[src/rtl/sclk_pkg.sv]
// Shared types and widths for the SCLK divider.
package sclk_pkg;

    localparam int unsigned SCLK_CNT_W = 16;

    typedef enum logic {
        IDLE = 1'b0,
        RUN  = 1'b1
    } sclk_state_t;

endpackage

[src/rtl/sclk_divider_if.sv]
// Divider bus: maxcount in, SCLK/ACTIVE out. SCLK_TICK exists only with `SCLK_TICK_EN.
interface sclk_divider_if #(
    parameter int unsigned CNT_W = sclk_pkg::SCLK_CNT_W
);
    logic [CNT_W-1:0] maxcount;
    logic             SCLK;
    logic             ACTIVE;
`ifdef SCLK_TICK_EN
    logic             SCLK_TICK;
`endif

    modport master (
        output maxcount,
        input  SCLK,
        input  ACTIVE
`ifdef SCLK_TICK_EN
        , input SCLK_TICK
`endif
    );

    modport slave (
        input  maxcount,
        output SCLK,
        output ACTIVE
`ifdef SCLK_TICK_EN
        , output SCLK_TICK
`endif
    );

endinterface

[src/rtl/sclk_divider.sv]
// Divides CLK into SCLK = f_CLK / (2*(maxcount+1)); maxcount==0 silences it.
// `SCLK_TICK_EN adds a one-cycle SCLK_TICK pulse on every SCLK rise.
module sclk_divider
    import sclk_pkg::*;
#(
    parameter int unsigned CNT_W = SCLK_CNT_W
) (
    input  logic           CLK,
    input  logic           RST,
    sclk_divider_if.slave  bus
);

    sclk_state_t      r_state;
    sclk_state_t      w_state_nxt;
    logic [CNT_W-1:0] r_cnt;
    logic [CNT_W-1:0] w_cnt_nxt;
    logic [CNT_W-1:0] r_max;
    logic [CNT_W-1:0] w_max_nxt;
    logic             r_sclk;
    logic             w_sclk_nxt;
    logic             r_active;
    logic             w_terminal;
    logic             w_mc_zero;
`ifdef SCLK_TICK_EN
    logic             r_tick;
`endif

    assign w_terminal = (r_cnt == r_max);
    assign w_mc_zero  = (bus.maxcount == '0);

    // State, counter, shadow register and registered outputs
    always_ff @(posedge CLK) begin
        if (RST) begin
            r_state  <= IDLE;
            r_cnt    <= '0;
            r_max    <= '0;
            r_sclk   <= 1'b0;
            r_active <= 1'b0;
`ifdef SCLK_TICK_EN
            r_tick   <= 1'b0;
`endif
        end else begin
            r_state  <= w_state_nxt;
            r_cnt    <= w_cnt_nxt;
            r_max    <= w_max_nxt;
            r_sclk   <= w_sclk_nxt;
            r_active <= (w_state_nxt == RUN);
`ifdef SCLK_TICK_EN
            r_tick   <= w_sclk_nxt & ~r_sclk;
`endif
        end
    end

    // Next state: leave IDLE on nonzero maxcount, return only at a terminal count
    always_comb begin
        w_state_nxt = r_state;
        case (r_state)
            IDLE:    if (!w_mc_zero) w_state_nxt = RUN;
            RUN:     if (w_terminal && w_mc_zero) w_state_nxt = IDLE;
            default: w_state_nxt = IDLE;
        endcase
    end

    // Datapath/output next values; maxcount is only sampled on entry and at terminal counts
    always_comb begin
        w_cnt_nxt  = r_cnt;
        w_max_nxt  = r_max;
        w_sclk_nxt = r_sclk;
        case (r_state)
            IDLE: begin
                w_cnt_nxt  = '0;
                w_sclk_nxt = 1'b0;
                if (!w_mc_zero) w_max_nxt = bus.maxcount;
            end
            RUN: begin
                if (w_terminal) begin
                    w_cnt_nxt  = '0;
                    w_max_nxt  = bus.maxcount;
                    w_sclk_nxt = w_mc_zero ? 1'b0 : ~r_sclk;
                end else begin
                    w_cnt_nxt  = r_cnt + CNT_W'(1);
                end
            end
            default: begin
                w_cnt_nxt  = '0;
                w_sclk_nxt = 1'b0;
            end
        endcase
    end

    assign bus.SCLK   = r_sclk;
    assign bus.ACTIVE = r_active;
`ifdef SCLK_TICK_EN
    assign bus.SCLK_TICK = r_tick;
`endif

endmodule
[src/flat_wrapper.sv]
// flat-port wrapper written by rule: the top's interface ports become plain ports
module sclk_divider_flat import sclk_pkg::*;
#(
    parameter int unsigned CNT_W = SCLK_CNT_W
)
  (CLK, RST, bus_maxcount, bus_SCLK, bus_ACTIVE);
  sclk_divider_if #(.CNT_W(CNT_W)) bus_i ();
  input  logic CLK;
  input  logic RST;
  input wire logic [$bits(bus_i.maxcount)-1:0] bus_maxcount;
  output wire logic [$bits(bus_i.SCLK)-1:0] bus_SCLK;
  output wire logic [$bits(bus_i.ACTIVE)-1:0] bus_ACTIVE;
  assign bus_i.maxcount = bus_maxcount;
  assign bus_SCLK = bus_i.SCLK;
  assign bus_ACTIVE = bus_i.ACTIVE;
  sclk_divider #(.CNT_W(CNT_W)) u_core (.CLK(CLK), .RST(RST), .bus(bus_i));
endmodule
[config.mk]
export PLATFORM = sky130hd
export DESIGN_NAME = sclk_divider_flat
export DESIGN_NICKNAME = d
export VERILOG_FILES = /design/src/rtl/sclk_pkg.sv /design/src/rtl/sclk_divider_if.sv /design/src/rtl/sclk_divider.sv /design/src/flat_wrapper.sv
export SDC_FILE = /design/constraint.sdc
export NUM_CORES = 1
export LEC_CHECK = 0
export ABC_AREA = 1
export ABC_CLOCK_PERIOD_IN_PS = 1950
export CAP_MARGIN = 15
export CORE_MARGIN = 2
export CORE_UTILIZATION = 50
export DETAILED_ROUTE_END_ITERATION = 8
export PLACE_DENSITY_LB_ADDON = 0.08
export SLEW_MARGIN = 20
export SYNTH_ARGS = -nofsm -noshare
export SYNTH_HDL_FRONTEND = slang
export SYNTH_SLANG_ARGS = --single-unit
[constraint.sdc]
create_clock -name CLK -period 1.95 [get_ports CLK]
set_input_delay 0.39 -clock CLK [delete_from_list [all_inputs] [get_ports CLK]]
set_output_delay 0.39 -clock CLK [all_outputs]
set_load 0.01 [all_outputs]
==> flow_metrics.env <==
export IMPL_clock_latency_ns=0.30
export IMPL_max_freq_ghz=0.568
export IMPL_grt_pass1_wl_microns=7000
export IMPL_yosys_warnings=0
export IMPL_diodes=0
export IMPL_cp_arrival_ns=1.94
export IMPL_synth_cell_types=24
export IMPL_p_leak_nw=1.02
export IMPL_num_io_pins=20
export IMPL_grt_max_degree=27
export IMPL_std_cell_rows=22
export IMPL_nNetsFinal=336
export IMPL_drc=0
export IMPL_required_ns=2.13
export IMPL_setup_viol=0
export IMPL_drive_above_1_share_pct=17.3
export IMPL_path_cells="ha_1 -> nand3_1 -> nor2_2 -> nand2_1 -> nor2_1 -> inv_2 -> nor2_2 -> xor2_1 -> nor2_1"
export IMPL_min_delay_start="u_core.bus.SCLK"
export IMPL_first_pass_iters=4
export IMPL_dieArea_sq_um=4370
export IMPL_powerDensity_nw_per_um2=711
export IMPL_cts_path_max_buffers=2
export IMPL_dpl_cell_area_sq_um=2200
export IMPL_ys_seq_elements=34
export IMPL_slew_headroom_pct=73.4
export IMPL_htreeDepth=2
export IMPL_core_area_sq_um=3690
export IMPL_rr_endpoint="u_core.r_cnt[12]"
export IMPL_gp_congestion=0.830
export IMPL_cts_tree="built"
export IMPL_synth_area_sq_um=1930
export IMPL_cts_sinks=34
export IMPL_design_area_sq_um=2290
export IMPL_rsz0062_at_grt="no"
export IMPL_grt_overflow=0
export IMPL_max_stage_delay_ns=0.44
export IMPL_endpoint_kind="flop"
export IMPL_grt_usage_pct=21.3
export IMPL_reg2reg_from="u_core.r_cnt[1]"
export IMPL_finalCritPeriodShare_pct=90.4
export IMPL_worst_r2r_setup_slack_ns=0.19
export IMPL_max_cap_violations=0
export IMPL_ant_nets=0
export IMPL_reg2reg_depth=9
export IMPL_die_y_microns=66.1
export IMPL_grtUsageMet1_pct=28.8
export IMPL_numCtsBuffers=5
export IMPL_min_to="u_core.bus.SCLK"
export IMPL_hp_class="reg2reg"
export IMPL_holdPathStages=2
export IMPL_worst_slew_pin_slew_ns=0.398
export IMPL_drt_total_wl_microns=3990
export IMPL_via_per_inst=4.70
export IMPL_start_util_pct=52.3
export IMPL_slowest_stage="dfxtp_1"
export IMPL_period_needed_ns=1.76
export IMPL_syn_nets=309
export IMPL_vias=1722
export IMPL_grt_pass1_vias=1561
export IMPL_outcome="complete, no violations"
export IMPL_grt_busiest_layer="met2"
export IMPL_fin_skew_ns=0.00522
export IMPL_io_buffers=19
export IMPL_finalHoldViolCount=0
export IMPL_dp_hpwl_microns=2990
export IMPL_criticalPathCategory="reg2reg"
export IMPL_met2_usage_pct=32.6
export IMPL_start_kind="flop"
export IMPL_crit_fanout=6
export IMPL_syn_instance_count=290
export IMPL_die_w_microns=66.1
export IMPL_drt_iter0_drc=101
export IMPL_seq_area_frac_synth_pct=35.3
export IMPL_ir_drop_mv=0.399
export IMPL_crit_family="simple AND/OR/NAND/NOR gates"
export IMPL_detail_route_wl_per_cell_microns=10.9
export IMPL_slew_violations=0
export IMPL_hold_buffers=0
export IMPL_grt_use_met3_pct=5.62
export IMPL_setup_slack_ns=0.188
export IMPL_antenna_found_initial=0
export IMPL_clkTransAtPathRegs_ns=0.07
export IMPL_area_growth_syn_to_layout_pct=18.8
export IMPL_root_buffer="clkbuf_8"
export IMPL_syn_avg_cell_area_sq_um=6.65
export IMPL_crit_buf_inv=1
export IMPL_dp_slack_ns=-0.0191
## per-stage QoR
step           hold WS (ns)  utilization, %  total power [mW]  TNS (ns)  cells
2_1_floorplan         0.473               -             0.996         0    290
3_3_place_gp          0.465            59.6              1.09   -0.0604    358
3_5_place_dp          0.464            59.6              1.09   -0.0861    358
4_1_cts               0.481            62.1              1.65         0    366
5_1_grt               0.509            62.1              1.72         0    366
6_report              0.478            62.1              1.63         0    366
## layout make-up
class / instances / area [sq um]
fill: 378 / 1400
multi-input combinational: 207 / 1020
sequential: 34 / 682
timing repair buffer: 29 / 290
inverter: 40 / 150
clock buffer: 7 / 86.3
tap: 48 / 60.1
clock inverter: 1 / 5.00
## tightest hold or removal path: cells and delay by family (launching register included)
family / cells / cell delay [ns]
AO/OA/AOI/OAI: 1 / 0.06
buffers and inverters: 1 / 0.06
flip-flops: 1 / 0.31
## worst max path at each step
stage,from,to,slack [ns],cells after the start
6_report,u_core.r_cnt[1],u_core.r_cnt[12],0.19,9
3_5_place_dp,bus_maxcount[3],u_core.r_max[14],-0.02,9
5_1_grt,u_core.r_cnt[1],u_core.r_cnt[12],0.008,9
2_1_floorplan,u_core.r_cnt[0],u_core.r_cnt[12],0.44,9
3_3_place_gp,bus_maxcount[3],u_core.r_max[14],-0.01,9
4_1_cts,u_core.r_cnt[0],u_core.r_cnt[12],0.11,9
## power breakdown
| part | internal (mW) | switching [mW] | total [mW] |
|---|---|---|---|
| combinational | 0.143 | 0.172 | 0.315 |
| sequential | 0.734 | 0.0277 | 0.762 |
| clock | 0.285 | 0.267 | 0.552 |
## cells by family after synthesis
family	count (synthesis)	synth area share, %
AO/OA/AOI/OAI	28	7.27
XOR/XNOR	5	2.27
adder cells (fa/ha/maj)	1	0.649
buffers and inverters	49	11.9
flip-flops	34	35.3
AND/OR/NAND/NOR	173	42.6
## timing repair
action                     in CTS  in global routing
setup buffers                   0                  0
hold endpoints to repair        0                  0
setup endpoints to repair       0                  2
gates resized for setup         0                  1
## metal layers
layer,up-vias,part of all wire [%]
met4,0,1.9
li1,948,-
met3,6,3.5
met1,747,54
met5,-,0
met2,21,41
## state kept, by name, indices dropped and copies added (netlist names)
register,flops
u_core.r_max,16
u_core.r_cnt,16
u_core.bus.SCLK,1
u_core.r_state,1
## placed cells by master, fill, tap and decap left out, drive strengths merged
cell            n
inv            39
nand3          27
buf            10
nor2           51
ha              1
dfxtp          34
xnor2           1
a21oi          24
clkdlybuf4s50  19
xor2            4
nor3b           1
nand4           3
o21ai           4
clkinv          2
nand2          87
or2             1
clkbuf          7
nor3            3
## synthesized netlist by cell type
library cell	count	share of area [%]
nand3_2	14	7.3
nand2_2	3	0.97
nand3_1	12	3.1
buf_2	1	0.26
dfxtp_1	34	35
buf_6	4	2.3
clkinv_1	1	0.19
nand2_1	84	16
inv_1	27	5.3
xor2_1	4	1.8
a21oi_1	24	6.2
o21ai_0	4	1.0
or2_2	1	0.32
nand3_4	1	0.91
nand4_1	3	0.97
nor2_1	45	8.8
nor2_4	3	1.8
buf_4	4	1.6
ha_1	1	0.65
xnor2_1	1	0.45
nor3_1	3	0.78
inv_2	12	2.3
nor3b_1	1	0.39
nor2_2	3	0.97
(Power assumes the default switching activity.)
